==> src/rtl/regwrite_pkg.sv <==
// Shared mode encodings and FSM state type for the register write bank.
package regwrite_pkg;

  localparam logic [1:0] MODE_DIRECT = 2'b00;
  localparam logic [1:0] MODE_PRIO   = 2'b01;
  localparam logic [1:0] MODE_FILL   = 2'b10;
  localparam logic [1:0] MODE_HOLD   = 2'b11;

  typedef enum logic {
    ST_IDLE = 1'b0,
    ST_FILL = 1'b1
  } state_t;

endpackage

==> src/rtl/regwrite_bank_prio_onehot.sv <==
// Keeps only the lowest set bit of req; zero in gives zero out.
// Combinational, no latency, no backpressure.
module prio_onehot #(
  parameter int N = 4
) (
  input  logic [N-1:0] req,
  output logic [N-1:0] gnt
);

  // Two's complement isolates the lowest set bit.
  assign gnt = req & (~req + N'(1));

endmodule

==> src/rtl/regwrite_bank.sv <==
// Bank of NREG x WIDTH registers with direct, priority and sequenced fill writes; 1-cycle write latency.
// No backpressure: fill runs to completion once started and ignores mode/ctrl/start meanwhile.
module regwrite_bank
  import regwrite_pkg::*;
#(
  parameter int               NREG    = 4,
  parameter int               WIDTH   = 1,
  parameter logic [WIDTH-1:0] RST_VAL = '0
) (
  input  logic                  clk,
  input  logic                  rst,
  input  logic [1:0]            mode,
  input  logic [NREG-1:0]       ctrl,
  input  logic [WIDTH-1:0]      in,
  input  logic                  start,
  output logic                  busy,
  output logic                  done,
  output logic [NREG*WIDTH-1:0] rout
);

  localparam int PW = (NREG > 1) ? $clog2(NREG) : 1;

  state_t          state, state_nxt;
  logic [PW-1:0]   ptr, ptr_nxt;
  logic            done_nxt;
  logic [NREG-1:0] we;
  logic [NREG-1:0] prio_we;
  logic [NREG-1:0] fill_we;

  prio_onehot #(.N(NREG)) u_prio (
    .req (ctrl),
    .gnt (prio_we)
  );

  always_comb begin
    fill_we = '0;
    for (int i = 0; i < NREG; i++) begin
      fill_we[i] = (ptr == PW'(i));
    end
  end

  always_comb begin
    state_nxt = state;
    ptr_nxt   = ptr;
    done_nxt  = 1'b0;
    we        = '0;
    case (state)
      ST_IDLE: begin
        case (mode)
          MODE_DIRECT: we = ctrl;
          MODE_PRIO:   we = prio_we;
          MODE_FILL: begin
            if (start) begin
              state_nxt = ST_FILL;
              ptr_nxt   = '0;
            end
          end
          default: we = '0;
        endcase
      end
      ST_FILL: begin
        we = fill_we;
        if (ptr == PW'(NREG - 1)) begin
          ptr_nxt   = '0;
          state_nxt = ST_IDLE;
          done_nxt  = 1'b1;
        end else begin
          ptr_nxt = ptr + PW'(1);
        end
      end
      default: state_nxt = ST_IDLE;
    endcase
  end

  always_ff @(posedge clk) begin
    if (rst) begin
      state <= ST_IDLE;
      ptr   <= '0;
      done  <= 1'b0;
      rout  <= {NREG{RST_VAL}};
    end else begin
      state <= state_nxt;
      ptr   <= ptr_nxt;
      done  <= done_nxt;
      for (int i = 0; i < NREG; i++) begin
        if (we[i]) rout[i*WIDTH +: WIDTH] <= in;
      end
    end
  end

  assign busy = (state == ST_FILL);

endmodule

==> config.mk <==
export PLATFORM = sky130hd
export DESIGN_NAME = regwrite_bank
export DESIGN_NICKNAME = d
export VERILOG_FILES = /design/src/rtl/regwrite_pkg.sv /design/src/rtl/regwrite_bank_prio_onehot.sv /design/src/rtl/regwrite_bank.sv
export SDC_FILE = /design/constraint.sdc
export NUM_CORES = 1
export LEC_CHECK = 0
export BUFFER_PORTS_ARGS = -buffer_cell sky130_fd_sc_hd__buf_2
export CORE_AREA = 2 2 39 41
export CTS_BUF_LIST = sky130_fd_sc_hd__clkbuf_4
export DETAILED_ROUTE_END_ITERATION = 12
export DIE_AREA = 0 0 41 43
export PLACE_DENSITY_LB_ADDON = 0.05
export SETUP_SLACK_MARGIN = 0.15
export SYNTH_ARGS = -nofsm -noshare
export SYNTH_HDL_FRONTEND = slang
export SYNTH_SLANG_ARGS = --single-unit
==> constraint.sdc <==
create_clock -name clk -period 2.32 [get_ports clk]
set_input_delay 0.232 -clock clk [delete_from_list [all_inputs] [get_ports clk]]
set_output_delay 0.232 -clock clk [all_outputs]
set_load 0.01 [all_outputs]
==> run_results.csv, run 1 <==
group,metric,value,unit
cts,cts_hold_buf,0,
timing,fin_crit_sh,60.0,%
cts,clock-sinks,8,
yosys,synth.area.top_cells,"dfxtp_1, ha_1, mux2i_1",
yosys,seq_area_frac_synth,35.1,%
grt,grt-busiest-layer,"met1",
timing,rsz0062_at_grt,"no",
yosys,syn-num-nets,64,
die,dieWidth,41,µm
power,pwr-share-seq,50.0,%
yosys,synth_mux_area_share,9.04,%
yosys,syn_inst,50,
grt,grt_first_pass_wirelength,1.51,mm
timing,slew_violations,0,
die,start_util,33.0,%
final_layout,final.fill_count,147,
grt,grt_pass1_vias,370,
critical_path,path_max_fanout,4,
power,p_per_area,532,nW/µm²
power,p_switching,0.0000732,W
final_layout,drive_above_1_share,30.3,%
routing,drcViolationCount,0,
critical_path,endpoint_kind,"register",
grt,met1_usage,17.5,%
routing,drtIter0Drc,13,
placement,dpl_cell_area,537,µm²
die,fp-row-count,14,
timing,tightest_slew,0.332,ns
yosys,synth-xor-area-share,0,%
grt,grt.total_usage,12.5,%
final_layout,final_nets,82,
yosys,synth-simple-area-share,25.5,%
critical_path,path_class,"reg2reg",
routing,drtAntennaViolNets,0,
min_path,hold_class,"in2reg",
cts,insertion_delay,0.25,ns
cts,tritoncts,"done",
yosys,synth_top_family_by_area,"simple AND/OR/NAND/NOR gates",
die,die_y,43,µm
timing,fin_skew,0.00652,ns
power,ir_drop,0.187,mV
timing,setup_viol,0,
die,io_pins,16,
placement,place.gp.congestion,0.662,
yosys,avgSynthCellArea,9.13,µm²
critical_path,required,2.51,ns
grt,grt_max_degree,12,
cts,cts_inserted_buffers,3,
cts,cts_root_buf,"clkbuf_4",
timing,hold_viol,0,
final_layout,antenna_cells,0,
yosys,ys_seq_elements,8,
routing,drt_wl_total,919,µm
routing,dr.pass1.iters,4,
final_layout,design_area,559,µm²
placement,io_buffers,15,
placement,placedCellCount,79,
routing,routedWlPerCell,11.2,µm
routing,viasPerCell,4.82,
final_layout,mostFrequentLayoutCells,"buf_2, dfxtp_1",
yosys,synth_adder_area_share,11.0,%
yosys,synth_top_area_cell,"dfxtp_1",
final_layout,layout.cells.non_filler,82,
timing,finalSetupTns,0,ns
grt,gr-usage-met2,16.9,%
power,p_leak,0.250,nW
cts,cts_setup_buffers,0,
grt,grt.overflow.total,0,
timing,slew-limit-headroom,77.8,%
power,clkPwrFrac,35.3,%
power,intPower,0.000224,W
placement,hpwl,741,µm
job,maxCapViolCount,0,
cts,htree_levels,1,
yosys,synth_top_area_share,35.1,%
yosys,synth_compound_area_share,12.9,%
die,dieArea,1760,µm²
grt,antenna_found_initial,0,
cts,cts_repair_resize_count,0,
critical_path,crit_arrival,1.58,ns
yosys,syn_area,457,µm²
cts,cts.path.max_buffers,2,
timing,period_minus_slack,1.39,ns
final_layout,final_common_cell,"buf_2",
die,core_region_area,1380,µm²
cts,clk_pin_slew,0.06,ns
final_layout,area_growth,22.5,%
grt,grt_util_met3,3.66,%
routing,vias,395,
yosys,synth_cell_types,21,
power,switching_share,24.6,%
yosys,yosys_warnings,0,
status,outcome,"completed",
power,pwr-share-comb,14.7,%
critical_path,critPathLaunchType,"register",
timing,timing.fmax,719,MHz
## kinds of logic after synthesis
group,after synthesis
and+or+nand+nor,20
AOI/OAI and AO/OA,8
DFF,8
buffers and inverters,6
muxes,4
adders and majority gates,4
## synthesized netlist by cell type
master    number
buf_1          1
and2_1         2
nand3_1        2
or3b_1         2
nor2_1         2
nand3b_1       1
a32oi_1        1
o21ai_0        2
nand2_1        4
mux2_2         1
or3_1          1
nand2b_1       4
a41oi_1        1
dfxtp_1        8
a32oi_2        1
nor3b_1        2
inv_1          4
a21oi_1        3
ha_1           4
mux2i_1        3
buf_6          1
## layout make-up
type / count / area (µm²) / area share (%)
timing repair buffer: 15 / 75.1 / 13.4
multi-input combinational: 36 / 267 / 47.7
tap: 16 / 20.0 / 3.58
inverter: 4 / 15.0 / 2.68
sequential: 8 / 160 / 28.6
clock buffer: 3 / 22.5 / 4.03
## worst max-delay path: stages (launching register included)
cell	delay, ns
dfxtp_1	0.38
inv_1	0.09
ha_1	0.19
and2_1	0.16
or3b_1	0.37
a21oi_1	0.14
## power by group through the flow
stage / clock [W] / combinational (W) / sequential [W]
after floorplan: 0 / 0.0000266 / 0.000152
after global placement: 0 / 0.0000443 / 0.000152
after detailed placement: 0 / 0.0000441 / 0.000152
after CTS: 0.000112 / 0.0000445 / 0.000149
after global routing: 0.000121 / 0.0000494 / 0.000149
final: 0.000105 / 0.0000437 / 0.000149
## metrics by stage
stage	hold slack (ns)	util, %	setup slack [ns]	total power, W
2_1_floorplan	0.389	-	1.02	0.000178
3_3_place_gp	0.462	38.8	0.979	0.000196
3_5_place_dp	0.462	38.8	0.960	0.000196
4_1_cts	0.241	40.4	0.939	0.000305
5_1_grt	0.254	40.4	0.829	0.000319
6_report	0.247	40.4	0.928	0.000297
## registers in the layout, indices dropped and copies added (netlist names)
register	flops
rout	4
done	1
ptr	2
busy	1
## final timing paths
path | start | cells after the start | slack [ns] | to
worst max-delay path | ptr[0] | 5 | 0.93 | rout[0]
worst min-delay path | rst | 2 | 0.25 | rout[0]
worst max register to register | ptr[0] | 5 | 0.93 | rout[0]
worst min register to register | rout[3] | 2 | 0.47 | rout[3]
## metal layers
layer	vias up	wire length [µm]
met2	12	399
li1	206	-
met4	0	0
met1	177	456
met5	-	0
met3	0	62
(Power assumes the default switching activity.)
==> inputs of run 2 (changes only) <==
Settings changed: ABC_AREA set to 1.
Clock period 2.32 ns to 1.4 ns, I/O delays scaled along.
==> run 2 against run 1 <==
  * Sequential cell count unchanged
  * Clock power rose by 67%
  * Cell count grew 17%
  * Worst hold slack worse by 0.16 ns
  * Wire length is 2.3% higher
  * Critical endpoint unchanged
  * Largest power group unchanged
==> run_results.csv, run 2 <==
group,metric,value,unit
yosys,synth.area.top_cells,"dfxtp_1, nand2_1, ha_1",
cts,cts_root_buf,"clkbuf_4",
timing,hold_viol,0,
critical_path,crit_arrival,1.27,ns
critical_path,crit_end,"rout[0]",
critical_path,critPathLaunchType,"register",
routing,drtIter0Drc,5,
yosys,synth_commonest_cells,"nand2_1, nor2_1, dfxtp_1",
final_layout,drive_above_1_share,27.5,%
final_layout,largestRegisters,"rout: 4 flops, ptr: 2 flops",
critical_path,rrSetupSlack,0.27,ns
grt,grt_max_degree,11,
die,die_y,43,µm
power,p_per_area,925,nW/µm²
status,outcome,"completed",
yosys,synth_most_common_cell,"nand2_1",
timing,tightest_slew,0.320,ns
cts,tritoncts,"done",
timing,fin_crit_sh,80.7,%
yosys,synth_top_area_cell,"dfxtp_1",
power,pwr-share-seq,49.4,%
die,dieArea,1760,µm²
final_layout,final_common_cell,"nand2_1",
placement,placedCellCount,93,
die,fp-row-count,14,
routing,drcViolationCount,0,
critical_path,reg2reg_from,"ptr[1]",
cts,clk_pin_slew,0.06,ns
critical_path,rr_worst_depth,6,
yosys,synth_edf_count,0,
timing,fin_skew,0.00395,ns
timing,slew-limit-headroom,78.6,%
timing,hold_ws,0.0885,ns
critical_path,endpoint_kind,"register",
routing,vias,425,
cts,insertion_delay,0.25,ns
power,intPower,0.000372,W
timing,period_minus_slack,1.13,ns
die,core_region_area,1380,µm²
grt,grt_first_pass_wirelength,1.42,mm
routing,routedWlPerCell,9.79,µm
cts,cts_setup_buffers,0,
routing,dr.pass1.iters,2,
routing,drt_wl_total,940,µm
yosys,synth-async-reset-ratio,0,%
cts,clock-sinks,8,
routing,viasPerCell,4.43,
yosys,syn_area,432,µm²
final_layout,mostFrequentLayoutCells,"nand2_1, buf_2, nor2_1",
critical_path,path_common_cell,"nand2_1",
critical_path,critPathSlowestCell,"dfxtp_1",
grt,grt.overflow.total,0,
die,dieWidth,41,µm
yosys,yosys_warnings,0,
critical_path,startpoint,"ptr[1]",
min_path,worstHoldStart,"rst",
critical_path,path_max_fanout,4,
cts,cts_inserted_buffers,3,
yosys,avgSynthCellArea,6.85,µm²
placement,hpwl,725,µm
cts,cts_hold_buf,0,
final_layout,area_growth,26.1,%
power,pwr-share-comb,15.9,%
critical_path,required,1.54,ns
cts,cts.path.max_buffers,2,
final_layout,layout.cells.non_filler,96,
yosys,ys_seq_elements,8,
critical_path,path_cells,"inv_1 > ha_1 > a22oi_2 > nand2_1 > nand2_1 > nor2_1",
yosys,synth_cell_types,13,
die,io_pins,16,
placement,place.gp.congestion,0.770,
power,switching_share,26.1,%
grt,grt_pass1_vias,377,
grt,antenna_found_initial,0,
power,p_switching,0.000131,W
power,ir_drop,0.412,mV
final_layout,largest_reg_flops,4,
power,clkPwrFrac,34.7,%
cts,htree_levels,1,
placement,io_buffers,15,
timing,timing.fmax,885,MHz
critical_path,slowest_delay,0.38,ns
timing,rsz0062_at_grt,"no",
yosys,synthFlopType,"dfxtp_1",
routing,drtAntennaViolNets,0,
timing,finalSetupTns,0,ns
min_path,hold_class,"in2reg",
final_layout,largest_register,"rout",
final_layout,final_nets,96,
timing,setup_viol,0,
yosys,seq_area_frac_synth,37.1,%
critical_path,r2r-end,"rout[0]",
die,start_util,31.2,%
timing,slew_violations,0,
critical_path,path_class,"reg2reg",
grt,grt.total_usage,12.7,%
yosys,syn-num-nets,77,
yosys,syn_inst,63,
job,maxCapViolCount,0,
power,p_leak,0.286,nW
final_layout,antenna_cells,0,
yosys,synth_top_area_share,37.1,%
[run 2: metrics by stage]
step / utilization (%) / cell area, µm² / power (W) / setup slack, ns
CTS: 38.9 / 538 / 0.000508 / 0.210
finish: 39.3 / 544 / 0.000504 / 0.270
detailed placement: 37.3 / 515 / 0.000332 / 0.220
global placement: 37.3 / 515 / 0.000331 / 0.285
global route: 39.3 / 544 / 0.000544 / 0.168
floorplan: - / 432 / 0.000300 / 0.336
[run 2: kinds of logic (layout without fill, tap and decap cells)]
logic type	after synthesis	count (layout)	share of synthesized area, %
AOI/OAI and AO/OA	8	8	9.85
adders and majority gates	4	4	11.6
buffers and inverters	9	26	9.57
DFF	8	8	37.1
and+or+nand+nor	34	34	31.9
[run 2: cell type report]
type / count / area (µm²)
inverters: 8 / 30.0
multi-input cells: 46 / 235
flip-flops and latches: 8 / 161
fillers: 154 / 840
clock buffers: 3 / 22.5
well taps: 16 / 20.0
repair buffers: 15 / 75.1
[run 2: what timing repair did]
action	CTS	global route
setup endpoints to repair	0	1
endpoints found under the hold margin	0	0
gates resized for setup	0	2
[run 2: layer usage]
layer  routed length (µm)  part of all wire, %  track usage [%]
met2                  436                   46             17.8
met3                   65                  6.9             4.71
met1                  426                   45             14.3
met5                    0                    0                0
met4                   12                  1.3             10.7
[run 2: power by group through the flow]
stage | clock network, W | logic, W | registers [W]
2_1_floorplan | 0 | 0.0000452 | 0.000254
5_1_grt | 0.000201 | 0.0000925 | 0.000251
3_3_place_gp | 0 | 0.0000781 | 0.000253
6_report | 0.000175 | 0.0000802 | 0.000249
3_5_place_dp | 0 | 0.0000782 | 0.000253
4_1_cts | 0.000181 | 0.0000791 | 0.000249
[run 2: worst max-delay path, delay by kind of cell (launching register included)]
family | cells | cell delay (ns)
and+or+nand+nor | 3 | 0.17
buffers and inverters | 1 | 0.08
adders and majority gates | 1 | 0.20
AOI/OAI and AO/OA | 1 | 0.20
DFF | 1 | 0.38
[run 2: how the worst min path moves through the flow]
stage	endpoint	slack, ns	cells past startpoint
floorplan	ptr[1]	0.21	1
global placement	ptr[1]	0.36	2
detailed placement	rout[1]	0.35	2
CTS	ptr[1]	0.08	2
global route	ptr[1]	0.08	2
finish	ptr[1]	0.09	2
==> inputs of run 3 (changes only) <==
Clock period 1.4 ns to 1.1 ns, I/O delays scaled along.
==> run 3 against run 2 <==
  * Wire length up 14%
  * Highest routed layer unchanged
  * Clock skew up 0.0057 ns
  * Final area up 16%
  * Combinational power up 61%
  * Non-clock buffer count up 4
  * Utilization up 6.3 points
  * Worst hold slack worse by 0.045 ns
  * Clock power up 29%
==> run_results.csv, run 3 (synthesis gave the netlist of run 2 again) <==
group,metric,value,unit
status,outcome,"completed",
timing,hold_viol,0,
critical_path,required,1.24,ns
grt,grt.overflow.total,0,
cts,insertion_delay,0.25,ns
timing,finalSetupTns,0,ns
placement,hpwl,758,µm
critical_path,rrSetupSlack,0.10,ns
cts,cts_root_buf,"clkbuf_4",
die,core_region_area,1380,µm²
timing,timing.fmax,1000,MHz
grt,grt_max_degree,11,
grt,grt_first_pass_wirelength,1.52,mm
timing,rsz0062_at_grt,"yes",
routing,drcViolationCount,0,
grt,antenna_found_initial,0,
timing,slew-limit-headroom,80.6,%
final_layout,antenna_cells,0,
final_layout,area_growth,46.4,%
die,fp-row-count,14,
critical_path,crit_arrival,1.14,ns
power,p_leak,0.314,nW
routing,dr.pass1.iters,4,
critical_path,reg2reg_from,"ptr[0]",
power,p_per_area,1060,nW/µm²
final_layout,layout.cells.non_filler,100,
cts,cts_hold_buf,0,
min_path,worstHoldStart,"rst",
final_layout,utilization,45.7,%
critical_path,path_class,"reg2reg",
min_path,worstHoldPathCells,2,
routing,vias,452,
timing,hold_ws,0.0431,ns
die,dieWidth,41,µm
cts,tritoncts,"done",
min_path,hold_class,"in2reg",
final_layout,drive_above_1_share,46.4,%
timing,slew_violations,0,
routing,drt_wl_total,1.07,mm
final_layout,largestRegisters,"rout: 4 flops, ptr: 2 flops",
final_layout,mostFrequentLayoutCells,"nand2_1, buf_2, nor2_1",
grt,grt_pass1_vias,379,
grt,grt.total_usage,13.2,%
critical_path,r2r-end,"rout[0]",
cts,cts.path.max_buffers,2,
routing,drtIter0Drc,11,
cts,clock-sinks,8,
critical_path,endpoint_kind,"register",
routing,viasPerCell,4.52,
cts,clk_pin_slew,0.06,ns
die,dieArea,1760,µm²
final_layout,final_nets,100,
final_layout,largest_register,"rout",
timing,period_minus_slack,0.999,ns
critical_path,rr_worst_depth,6,
critical_path,critPathLaunchType,"register",
cts,htree_levels,1,
die,start_util,31.2,%
final_layout,final.fill_count,148,
timing,setup_viol,0,
cts,cts_inserted_buffers,3,
placement,io_buffers,15,
die,die_y,43,µm
routing,drtAntennaViolNets,0,
placement,placedCellCount,93,
timing,fin_skew,0.00965,ns
final_layout,largest_reg_flops,4,
placement,place.gp.congestion,0.795,
die,io_pins,16,
routing,routedWlPerCell,10.7,µm
min_path,hold_end,"ptr[1]",
power,ir_drop,0.575,mV
critical_path,path_max_fanout,4,
job,maxCapViolCount,0,
timing,tightest_slew,0.288,ns
timing,fin_crit_sh,90.8,%
==> run 3: power by group <==
group / leakage, nW / internal (W) / switching [W]
clock: 0.0138 / 0.000125 / 0.000100
sequential: 0.0672 / 0.000302 / 0.0000113
combinational: 0.233 / 0.0000605 / 0.0000683
total: 0.314 / 0.000487 / 0.000180
==> run 3: critical path, stage by stage, from the launching register on <==
cell     delay (ns)
dfxtp_2        0.35
inv_2          0.06
ha_4           0.15
a22oi_2        0.16
nand2_1        0.07
nand2_1        0.05
nor2_1         0.03
==> run 3: how the worst max path moves through the flow <==
| stage | slack [ns] | start | end | depth (start not counted) |
|---|---|---|---|---|
| final | 0.10 | ptr[0] | rout[0] | 6 |
| after global routing | 0.03 | ptr[0] | rout[0] | 6 |
| after CTS | 0.09 | ptr[0] | rout[0] | 6 |
| after detailed placement | 0.1 | ptr[1] | rout[0] | 6 |
| after global placement | 0.09 | busy | rout[1] | 5 |
| after floorplan | 0.15 | busy | rout[3] | 7 |
==> run 3: area by class of cell <==
| class | instances | area (µm²) | share of cell area (%) |
|---|---|---|---|
| tap | 16 | 20.0 | 3.17 |
| sequential | 8 | 169 | 26.7 |
| multi-input combinational | 46 | 272 | 43.0 |
| clock buffer | 3 | 22.5 | 3.56 |
| inverter | 8 | 30.0 | 4.75 |
| timing repair buffer | 19 | 119 | 18.8 |
==> run 3: layer usage <==
metal / wire [µm] / vias to the layer above / GRT usage (%) / share of wire, %
li1: - / 240 / - / -
met1: 490 / 197 / 14.6 / 46
met2: 512 / 13 / 20.0 / 48
met3: 51 / 2 / 5.24 / 4.8
met4: 12 / 0 / 8.00 / 1.1
met5: 0 / - / 0 / 0
==> run 3: repair_timing <==
action	CTS	global route
gates cloned	0	0
endpoints found under the hold margin	0	0
endpoints found under the setup margin	6	6
pin swaps	3	4
buffers inserted	1	3
gates resized for setup	4	12
==> run 3: per-stage QoR <==
stage / setup slack, ns / power (W) / instance area [µm²]
floorplan: 0.150 / 0.000387 / 443
global placement: 0.0930 / 0.000428 / 527
detailed placement: 0.0950 / 0.000427 / 527
CTS: 0.0865 / 0.000661 / 568
global route: 0.0291 / 0.000715 / 632
finish: 0.101 / 0.000667 / 632
